File: config.mk
export PLATFORM = sky130hd
export DESIGN_NAME = add_subt_arbiter
export DESIGN_NICKNAME = d
export VERILOG_FILES = /design/src/rtl/add_subt_pkg.sv /design/src/rtl/add_subt_rr_arb.sv /design/src/rtl/add_subt_arbiter.sv
export SDC_FILE = /design/constraint.sdc
export NUM_CORES = 1
export LEC_CHECK = 0
export CAP_MARGIN = 30
export CORE_AREA = 5 5 89 173
export CTS_CLUSTER_SIZE = 24
export DETAILED_ROUTE_END_ITERATION = 8
export DIE_AREA = 0 0 94 178
export GPL_ROUTABILITY_DRIVEN = 0
export PLACE_DENSITY = 0.82
export SYNTH_ARGS = -nofsm -noshare
export SYNTH_HDL_FRONTEND = slang
export SYNTH_SLANG_ARGS = --single-unit
File: constraint.sdc
create_clock -name clk -period 2.15 [get_ports clk]
set_input_delay 0.43 -clock clk [delete_from_list [all_inputs] [get_ports clk]]
set_output_delay 0.43 -clock clk [all_outputs]
set_load 0.03 [all_outputs]
File: src/rtl/add_subt_pkg.sv
// Shared definitions for the add/subtract arbiter: FSM encoding, default
// significand width and requester-id width.
package add_subt_pkg;

  localparam int SWR_DEF = 26;
  localparam int ID_W    = 1;

  typedef enum logic [1:0] {
    IDLE = 2'd0,
    EXEC = 2'd1,
    RESP = 2'd2
  } state_t;

endpackage

File: src/rtl/add_subt_rr_arb.sv
// Two-requester grant logic. On a tie the requester that did not win last
// time is granted; a constant last_grant of 1 turns this into fixed priority.
module add_subt_rr_arb
  import add_subt_pkg::*;
(
  input  logic [1:0]      valid,
  input  logic [ID_W-1:0] last_grant,
  output logic [1:0]      grant
);

  always_comb begin
    grant = valid;
    if (valid == 2'b11) begin
      grant = (last_grant == ID_W'(1)) ? 2'b01 : 2'b10;
    end
  end

endmodule

File: src/rtl/add_subt_arbiter.sv
// Shares one external combinational adder between two requesters, one
// operation in flight. Define ADD_SUBT_ARB_RR_EN for round-robin ties,
// otherwise requester 0 always wins a tie.
//
// state | meaning
// IDLE  | waiting for a request; grants and captures operands
// EXEC  | operands drive the adder; results are registered
// RESP  | response presented until rsp_ready_i
module add_subt_arbiter
  import add_subt_pkg::*;
#(
  parameter int SWR = SWR_DEF
) (
  input  logic           clk,
  input  logic           rst_n,
  input  logic           req0_valid_i,
  output logic           req0_ready_o,
  input  logic [SWR-1:0] req0_op_a_i,
  input  logic [SWR-1:0] req0_op_b_i,
  input  logic           req0_sub_i,
  input  logic           req1_valid_i,
  output logic           req1_ready_o,
  input  logic [SWR-1:0] req1_op_a_i,
  input  logic [SWR-1:0] req1_op_b_i,
  input  logic           req1_sub_i,
  output logic           rsp_valid_o,
  input  logic           rsp_ready_i,
  output logic           rsp_id_o,
  output logic [SWR-1:0] rsp_sum_o,
  output logic           rsp_cout_o,
  output logic [SWR-1:0] rsp_prop_o,
  output logic [SWR-1:0] add_op_a_o,
  output logic [SWR-1:0] add_op_b_o,
  output logic           add_cin_o,
  input  logic [SWR-1:0] add_sum_i,
  input  logic           add_cout_i,
  input  logic [SWR-1:0] add_prop_i
);

  state_t          state;
  logic [SWR-1:0]  op_a_q, op_b_q, sum_q, prop_q;
  logic            cin_q, cout_q, rsp_valid_q;
  logic [ID_W-1:0] id_q, last_grant, gnt_id;
  logic [1:0]      grant;
  logic [SWR-1:0]  sel_a, sel_b;
  logic            sel_sub;

`ifdef ADD_SUBT_ARB_RR_EN
  logic [ID_W-1:0] last_q;
  assign last_grant = last_q;
`else
  assign last_grant = ID_W'(1);
`endif

  add_subt_rr_arb u_arb (
    .valid      ({req1_valid_i, req0_valid_i}),
    .last_grant (last_grant),
    .grant      (grant)
  );

  assign gnt_id = ID_W'(grant[1]);

  always_comb begin
    sel_a   = req0_op_a_i;
    sel_b   = req0_op_b_i;
    sel_sub = req0_sub_i;
    if (grant[1]) begin
      sel_a   = req1_op_a_i;
      sel_b   = req1_op_b_i;
      sel_sub = req1_sub_i;
    end
  end

  // Ready is gated by rst_n so nothing looks accepted while reset is held.
  assign req0_ready_o = rst_n & (state == IDLE) & grant[0];
  assign req1_ready_o = rst_n & (state == IDLE) & grant[1];

  always_ff @(posedge clk or negedge rst_n) begin
    if (!rst_n) begin
      state       <= IDLE;
      op_a_q      <= '0;
      op_b_q      <= '0;
      cin_q       <= 1'b0;
      id_q        <= '0;
      sum_q       <= '0;
      cout_q      <= 1'b0;
      prop_q      <= '0;
      rsp_valid_q <= 1'b0;
`ifdef ADD_SUBT_ARB_RR_EN
      last_q      <= ID_W'(1);
`endif
    end else begin
      case (state)
        IDLE: begin
          if (|grant) begin
            op_a_q <= sel_a;
            op_b_q <= sel_sub ? ~sel_b : sel_b;
            cin_q  <= sel_sub;
            id_q   <= gnt_id;
`ifdef ADD_SUBT_ARB_RR_EN
            last_q <= gnt_id;
`endif
            state  <= EXEC;
          end
        end
        EXEC: begin
          sum_q       <= add_sum_i;
          cout_q      <= add_cout_i;
          prop_q      <= add_prop_i;
          rsp_valid_q <= 1'b1;
          state       <= RESP;
        end
        RESP: begin
          if (rsp_ready_i) begin
            rsp_valid_q <= 1'b0;
            state       <= IDLE;
          end
        end
        default: begin
          rsp_valid_q <= 1'b0;
          state       <= IDLE;
        end
      endcase
    end
  end

  assign add_op_a_o  = op_a_q;
  assign add_op_b_o  = op_b_q;
  assign add_cin_o   = cin_q;
  assign rsp_valid_o = rsp_valid_q;
  assign rsp_id_o    = id_q[0];
  assign rsp_sum_o   = sum_q;
  assign rsp_cout_o  = cout_q;
  assign rsp_prop_o  = prop_q;

endmodule
# After elaboration in Yosys (flattened, before gate mapping)
# Index checks and enable logic that the tools add are counted.
[classes]
n_mux = 10
n_reduce_logical = 5
eq_ne = 5
n_bitwise = 5
[ops]
columns = ["op", "count"]
rows = [
  ["$mux 26", 3],
  ["$not 26->26", 1],
  ["$mux 2", 3],
  ["$pmux 2 s3", 1],
  ["$reduce_and 2->1", 3],
  ["$eq 2x2->1 const B", 2],
  ["$and 1x1->1", 3],
  ["$pmux 1 s3", 1],
  ["$eq 2x1->1 const B", 1],
  ["$logic_not 2->1", 1],
  ["$mux 1", 2],
  ["$ne 2x1->1 const B", 1],
  ["$ne 2x2->1 const B", 1],
  ["$reduce_or 2->1", 1],
  ["$not 1->1", 1],
]
[totals]
input_bits = 164
output_inout_bits = 110
register_bits = 110

# Depth between registers and ports, before layout
# Gate-level depths: netlist of the first run.
[depth]
ltp_word = 5
mapped_depth = 5
mapped_depth_nobuf = 3

# Cells and area by module
# Synthesis of the first run repeated with hierarchy kept, for this count alone.
[unflattened]
hier_cells = 332
hier_area_um2 = 5202.5
[by_module_without_submodules]
columns = ["module", "area_per_inst_um2", "cells_each", "n_inst"]
rows = [
  ["add_subt_arbiter", 5183.7, 329, 1],
  ["add_subt_rr_arb", 18.8, 3, 1],
]

# Worst setup path after synthesis of the first run
# Ideal clock, no wire load.
[synth_timing]
kind = "input -> output"
start = "in req0_valid_i"
end = "out req1_ready_o"
arrival_time_ns = 1.288
stages = 4
slack_ns = 0.432
cell_sequence = "nand2b_4 -> buf_6 -> buf_4 -> nor2_1"
[synth_between]
elab_chain_cells = 3
[synth_lines]
columns = ["item", "line", "rtl"]
rows = [
  ["start, declared", "add_subt_arbiter.sv:16", "input logic req0_valid_i,"],
  ["$eq 2x2->1", "add_subt_rr_arb.sv:13", "if (valid == 2'b11) begin"],
  ["$mux 2", "add_subt_rr_arb.sv:13", ""],
  ["$and 1x1->1", "add_subt_arbiter.sv:76", "assign req1_ready_o = rst_n & (state == IDLE) & grant[1];"],
  ["end, declared", "add_subt_arbiter.sv:22", "output logic req1_ready_o,"],
]
# No other way between the ends.

# Worst setup path after layout of the first run
[layout_timing]
start = "in req1_valid_i"
end = "out req1_ready_o"
[layout_between]
elab_chain_cells = 3
[layout_lines]
columns = ["item", "line", "rtl"]
rows = [
  ["start, declared", "add_subt_arbiter.sv:21", "input logic req1_valid_i,"],
  ["$eq 2x2->1", "add_subt_rr_arb.sv:13", ""],
  ["$mux 2 (*)", "add_subt_rr_arb.sv:13", ""],
  ["$and 1x1->1 (*)", "add_subt_arbiter.sv:76", ""],
]
# Every way passes the cells marked *; elsewhere a longest branch is shown, timed or not.

==> flow_metrics.tcl, run 1 <==
set metrics [dict create \
    mappedNetlistArea_um2 5400 \
    fin_ws_ps 132 \
    synth_common_cells "110 x dfrtp_1, 87 x mux2_2, 52 x xnor2_1" \
    antenna_found_initial 1 \
    root_buffer "clkbuf_16" \
    intPower_mw 7.77 \
    first_global_vias 4375 \
    yosys.cell_count.top_type "dfrtp_1" \
    viasPerCell 4.70 \
    cp_cell_sequence "clkdlybuf4s50_1 > nand2b_4 > buf_4 > nor2_1 > buf_4" \
    cp-startpoint "req1_valid_i" \
    synth_edf_count 0 \
    yosys.area.top_type "dfrtp_1" \
    yosys_register_bits 110 \
    grt_max_degree 49 \
    whs_ps 464 \
    met1_usage_pct 18.5 \
    setup_viol 0 \
    swShare_pct 39.6 \
    rsz0062_at_grt "no" \
    worst_pin_slew_ps 613 \
    synth_top_area_share_pct 51.0 \
    syn-num-nets 522 \
    vdd_drop_max_uv 751 \
    grtUsageMet3_pct 4.35 \
    hold_viol_final 0 \
    pwr-share-clk_pct 13.9 \
    dp_worst_setup_slack_ps 83.6 \
    drive_gt1_share_pct 26.6 \
    worstSetupPathType "in2out" \
    ios 274 \
    worstSkewPairLatency_ps 340 \
    power.switching_mw 5.09 \
    power_frac_seq_pct 29.1 \
    via_count 3890 \
    yosysWarnings 0 \
    cp_data_required_time_ps 1720 \
    cts_resized 0 \
    hpwlAfterDp_um 12300 \
    busiest_layer "met2" \
    clk_pin_slew_ps 80 \
    maxSlewHeadroom_pct 59.1 \
    use_met2_pct 34.3 \
    critPathLaunchType "input port" \
    slowest_delay_ps 570 \
    rows 61 \
    clock_skew_ps 9.16 \
    slowest_stage "clkdlybuf4s50_1" \
    syn2layout_area_growth_pct 61.5 \
    port_buffers 273 \
    period_needed_ps 2020 \
    cp_common_cell "buf_4" \
    cts_buffers 9 \
    synth.area.top_cells "dfrtp_1 51%, mux2_2 18%, mux2_4 13%" \
    fp.dieW_um 94 \
    fmax_ghz 0.496 \
    ant_nets 0 \
    cts.sinks 110 \
    power_frac_comb_pct 57.0 \
    core-area_um2 13900 \
    die_area_um2 16700 \
    power_leakage_nw 3.69 \
    syn_avg_cell_area_um2 15.1 \
    slew_violations 0 \
    synthDistinctLibCells 18 \
    async_flop_share_pct 100 \
    pwr_density_cell_nw_per_um2 1470 \
    cts_max_path_buffers 2 \
    start_util_pct 38.9 \
    drcViolationCount 0 \
    die_y_um 178 \
    grt_usage_pct 18.1 \
    synth_flop_cell "dfrtp_1" \
    finalCritPeriodShare_pct 93.9 \
    layout.nets 797 \
    grt_overflow_total 0 \
    cap_violations 0 \
    regToRegStartpoint "state[0]" \
    grt_pass1_wl_um 23200 \
    cts_tree "yes" \
    fin_setup_tns_ps 0 \
    syn_inst 358 \
    hold_path.class "in2async" \
    end_kind "output port" \
    yosysSeqAreaShare_pct 51.0 \
    drtPass1Iterations 4 \
    critPathMaxFanout 3 \
    critPathArrivalTime_ps 1590 \
    drt-initial-drc-count 41 \
    wl_per_cell_um 18.4 \
    htree_levels 3 \
    wl_um 15200 \
    status "complete, no violations" \
]
[worst max-delay path, delay by kind of cell]
family                 cells  cell delay (ps)
and+or+nand+nor            2              240
buffers and inverters      3              910
[cell usage in the layout (no fill, tap or decap), types with 2 or more instances in the layout]
cell type,n
buf_4,11
clkinv_8,2
dfrtp_1,110
mux2_2,87
buf_12,6
mux2i_1,26
xnor2_1,52
mux2_4,46
clkdlybuf4s50_1,270
nor2_1,2
inv_6,3
a21oi_1,2
clkbuf_16,9
[path summary, 6_finish.rpt]
check	cells after the start	slack [ps]	endpoint
worst min-delay path	2	460	rsp_sum_o[10]
worst min register to register	1	480	rsp_valid_o
worst max-delay path	5	130	req1_ready_o
max in group asynchronous	3	830	add_op_b_o[4]
worst max register to register	4	570	add_op_a_o[18]
min in group clk	1	480	rsp_valid_o
[metal layers]
metal / vias up / share of wire, %
met2: 158 / 57
li1: 1785 / -
met3: 30 / 6.0
met1: 1917 / 33
met5: - / 0
met4: 0 / 3.4
[sequential cells by signal, indices dropped and copies added (netlist names)]
name	count
rsp_sum_o	26
state	2
rsp_valid_o	1
add_op_b_o	26
rsp_prop_o	26
rsp_cout_o	1
add_cin_o	1
add_op_a_o	26
rsp_id_o	1
[final cells by class]
class	count	area [um^2]
sequential	110	2750
fill	1126	5170
clock buffer	10	239
multi-input combinational	224	2480
tap	189	236
antenna	1	2.50
timing repair buffer	288	2920
clock inverter	6	88.8
[power by group through the flow]
| stage | clock network (mW) | registers [mW] | logic, mW |
|---|---|---|---|
| floorplan | 0 | 5.81 | 2.26 |
| global placement | 0 | 3.73 | 7.28 |
| detailed placement | 0 | 3.78 | 7.42 |
| CTS | 1.84 | 3.76 | 7.43 |
| global route | 1.91 | 3.90 | 7.67 |
| finish | 1.78 | 3.74 | 7.33 |
[stage by stage]
step | utilization [%] | area (um^2) | instances | power, mW
4_1_cts | 62.7 | 8710 | 827 | 13.0
2_1_floorplan | - | 5400 | 358 | 8.07
3_3_place_gp | 60.3 | 8380 | 810 | 11.0
6_report | 62.8 | 8720 | 828 | 12.9
5_1_grt | 62.8 | 8720 | 828 | 13.5
3_5_place_dp | 60.3 | 8380 | 810 | 11.2
[kinds of logic after synthesis]
logic type	Yosys count	synth area share, %
flops	110	51.0
simple gates	7	0.811
compound gates	6	0.695
mux	159	35.8
xor+xnor	52	8.44
buf+inv	24	3.31
[timing repair]
| action | 4_1_cts | 5_1_grt |
|---|---|---|
| buffers inserted | 0 | 0 |
| endpoints found under the setup margin | 0 | 0 |
| hold buffers | 1 | 0 |
| endpoints found under the hold margin | 10 | 0 |
Note: power is estimated with default switching activity, not from simulation.
==> run 2: changes to the inputs <==
--- a/config.mk
+++ b/config.mk
@@ -11,6 +11,7 @@
 export DETAILED_ROUTE_END_ITERATION = 8
 export DIE_AREA = 0 0 94 178
 export GPL_ROUTABILITY_DRIVEN = 0
+export MAX_ROUTING_LAYER = met4
 export PLACE_DENSITY = 0.82
 export SYNTH_ARGS = -nofsm -noshare
 export SYNTH_HDL_FRONTEND = slang
==> run 2 against run 1 <==
  * Wire length about the same
  * Hold slack better by 0.54 ps
  * Clock power is essentially flat
  * Via count is 0.54% lower
  * Combinational power hardly changed
  * First-iteration DRC count up 20%
  * Count of clock-buffer cells in the layout unchanged
  * Clock skew barely moved
  * Non-clock buffer count stayed put
  * Register-to-register slack is essentially flat
  * Sequential share of layout area stayed put
  * Maximum frequency down 0.14%
  * Largest cell class unchanged
  * Largest power group unchanged
==> flow_metrics.tcl, run 2 (same netlist as run 1, synthesis figures left out) <==
set metrics [dict create \
    status "complete, no violations" \
    finish.utilization_pct 62.8 \
    fp.dieW_um 94 \
    wl_um 15200 \
    final_common_cell "clkdlybuf4s50_1" \
    whs_ps 465 \
    core-area_um2 13900 \
    slowest_stage "clkdlybuf4s50_1" \
    fillCellCount 1126 \
    end_kind "output port" \
    antenna_found_initial 1 \
    power_frac_seq_pct 29.1 \
    first_global_vias 4379 \
    drive_gt1_share_pct 26.6 \
    cts_max_path_buffers 2 \
    hold_path.class "in2async" \
    critPathLaunchType "input port" \
    root_buffer "clkbuf_16" \
    power_frac_comb_pct 57.0 \
    pwr_density_cell_nw_per_um2 1470 \
    intPower_mw 7.77 \
    slew_violations 0 \
    power_leakage_nw 3.69 \
    clk_pin_slew_ps 80 \
    cts_buffers 9 \
    maxSlewHeadroom_pct 59.3 \
    finalCritPeriodShare_pct 94.0 \
    start_util_pct 38.9 \
    slowest_delay_ps 570 \
    grt_overflow_total 0 \
    dp_worst_setup_slack_ps 83.6 \
    layout.nets 797 \
    fmax_ghz 0.495 \
    period_needed_ps 2020 \
    die_y_um 178 \
    grt_usage_pct 18.6 \
    rr_endpoint "add_op_a_o[18]" \
    worst-r2r-setup-slack_ps 570 \
    worstSkewPairLatency_ps 340 \
    wl_per_cell_um 18.4 \
    grt_pass1_wl_um 23200 \
    cts.sinks 110 \
    rr_worst_depth 4 \
    critPathMaxFanout 3 \
    cp_common_cell "buf_4" \
    hold_viol_final 0 \
    clock_skew_ps 9.45 \
    drcViolationCount 0 \
    cp_data_required_time_ps 1720 \
    hpwlAfterDp_um 12300 \
    ios 274 \
    layout_common_cells "270 x clkdlybuf4s50_1, 110 x dfrtp_1, 87 x mux2_2" \
    drtPass1Iterations 4 \
    regToRegStartpoint "state[0]" \
    htree_levels 3 \
    swShare_pct 39.6 \
    viasPerCell 4.67 \
    drt-initial-drc-count 49 \
    cap_violations 0 \
    vdd_drop_max_uv 749 \
    worst_pin_slew_ps 610 \
    fin_setup_tns_ps 0 \
    path_delay_family "buffers and inverters" \
    cts_setup_buffers 0 \
    rows 61 \
    grt_max_degree 49 \
    power.switching_mw 5.09 \
    syn2layout_area_growth_pct 61.5 \
    die_area_um2 16700 \
    ant_nets 0 \
    pwr-share-clk_pct 13.9 \
    cts_tree "yes" \
    rsz0062_at_grt "no" \
    setup_viol 0 \
    worstSetupPathType "in2out" \
    path_buf_inv 3 \
    cp_cell_sequence "clkdlybuf4s50_1 > nand2b_4 > buf_4 > nor2_1 > buf_4" \
    via_count 3869 \
    power_mw 12.9 \
    port_buffers 273 \
    fin_ws_ps 129 \
    critPathArrivalTime_ps 1590 \
]
## run 2: cell counts in the layout (fill, tap and decap cells not counted)
Identical to the previous run, type by type.
## run 2: area by class of cell
| class | instances | area, um^2 | share of cell area, % |
|---|---|---|---|
| antenna | 1 | 2.50 | 0.0287 |
| clock inverter | 6 | 88.8 | 1.02 |
| tap | 189 | 236 | 2.71 |
| sequential | 110 | 2750 | 31.6 |
| timing repair buffer | 288 | 2920 | 33.4 |
| clock buffer | 10 | 239 | 2.74 |
| multi-input combinational | 224 | 2480 | 28.5 |
## run 2: metrics by stage
| stage | std cells | cell area, um^2 |
|---|---|---|
| floorplan | 358 | 5400 |
| global placement | 810 | 8380 |
| detailed placement | 810 | 8380 |
| CTS | 827 | 8710 |
| global route | 828 | 8720 |
| finish | 828 | 8720 |
## run 2: what timing repair did
action                                 in CTS  in global routing
endpoints found under the hold margin      10                  0
gates resized for setup                     0                  0
hold buffers                                1                  0
## run 2: routing by layer
| layer | global-route usage (%) | share of wire (%) |
|---|---|---|
| met1 | 19.0 | 34 |
| met2 | 34.3 | 57 |
| met3 | 3.50 | 5.4 |
| met4 | 7.11 | 3.4 |
| met5 | - | 0 |
## run 2: how the worst max path moves through the flow
stage	slack [ps]	from	to	depth (start not counted)
finish	130	req1_valid_i	req1_ready_o	5
global route	50	rst_n	req1_ready_o	5
CTS	120	req1_valid_i	req1_ready_o	5
detailed placement	80	req1_valid_i	add_op_a_o[19]	5
global placement	110	req1_valid_i	req1_ready_o	5
floorplan	430	req0_valid_i	req1_ready_o	4
## run 2: power by group through the flow
stage / Combinational (mW) / Sequential [mW] / Clock, mW
CTS: 7.43 / 3.76 / 1.84
global placement: 7.28 / 3.73 / 0
finish: 7.33 / 3.75 / 1.78
floorplan: 2.26 / 5.81 / 0
global route: 7.67 / 3.90 / 1.91
detailed placement: 7.42 / 3.78 / 0
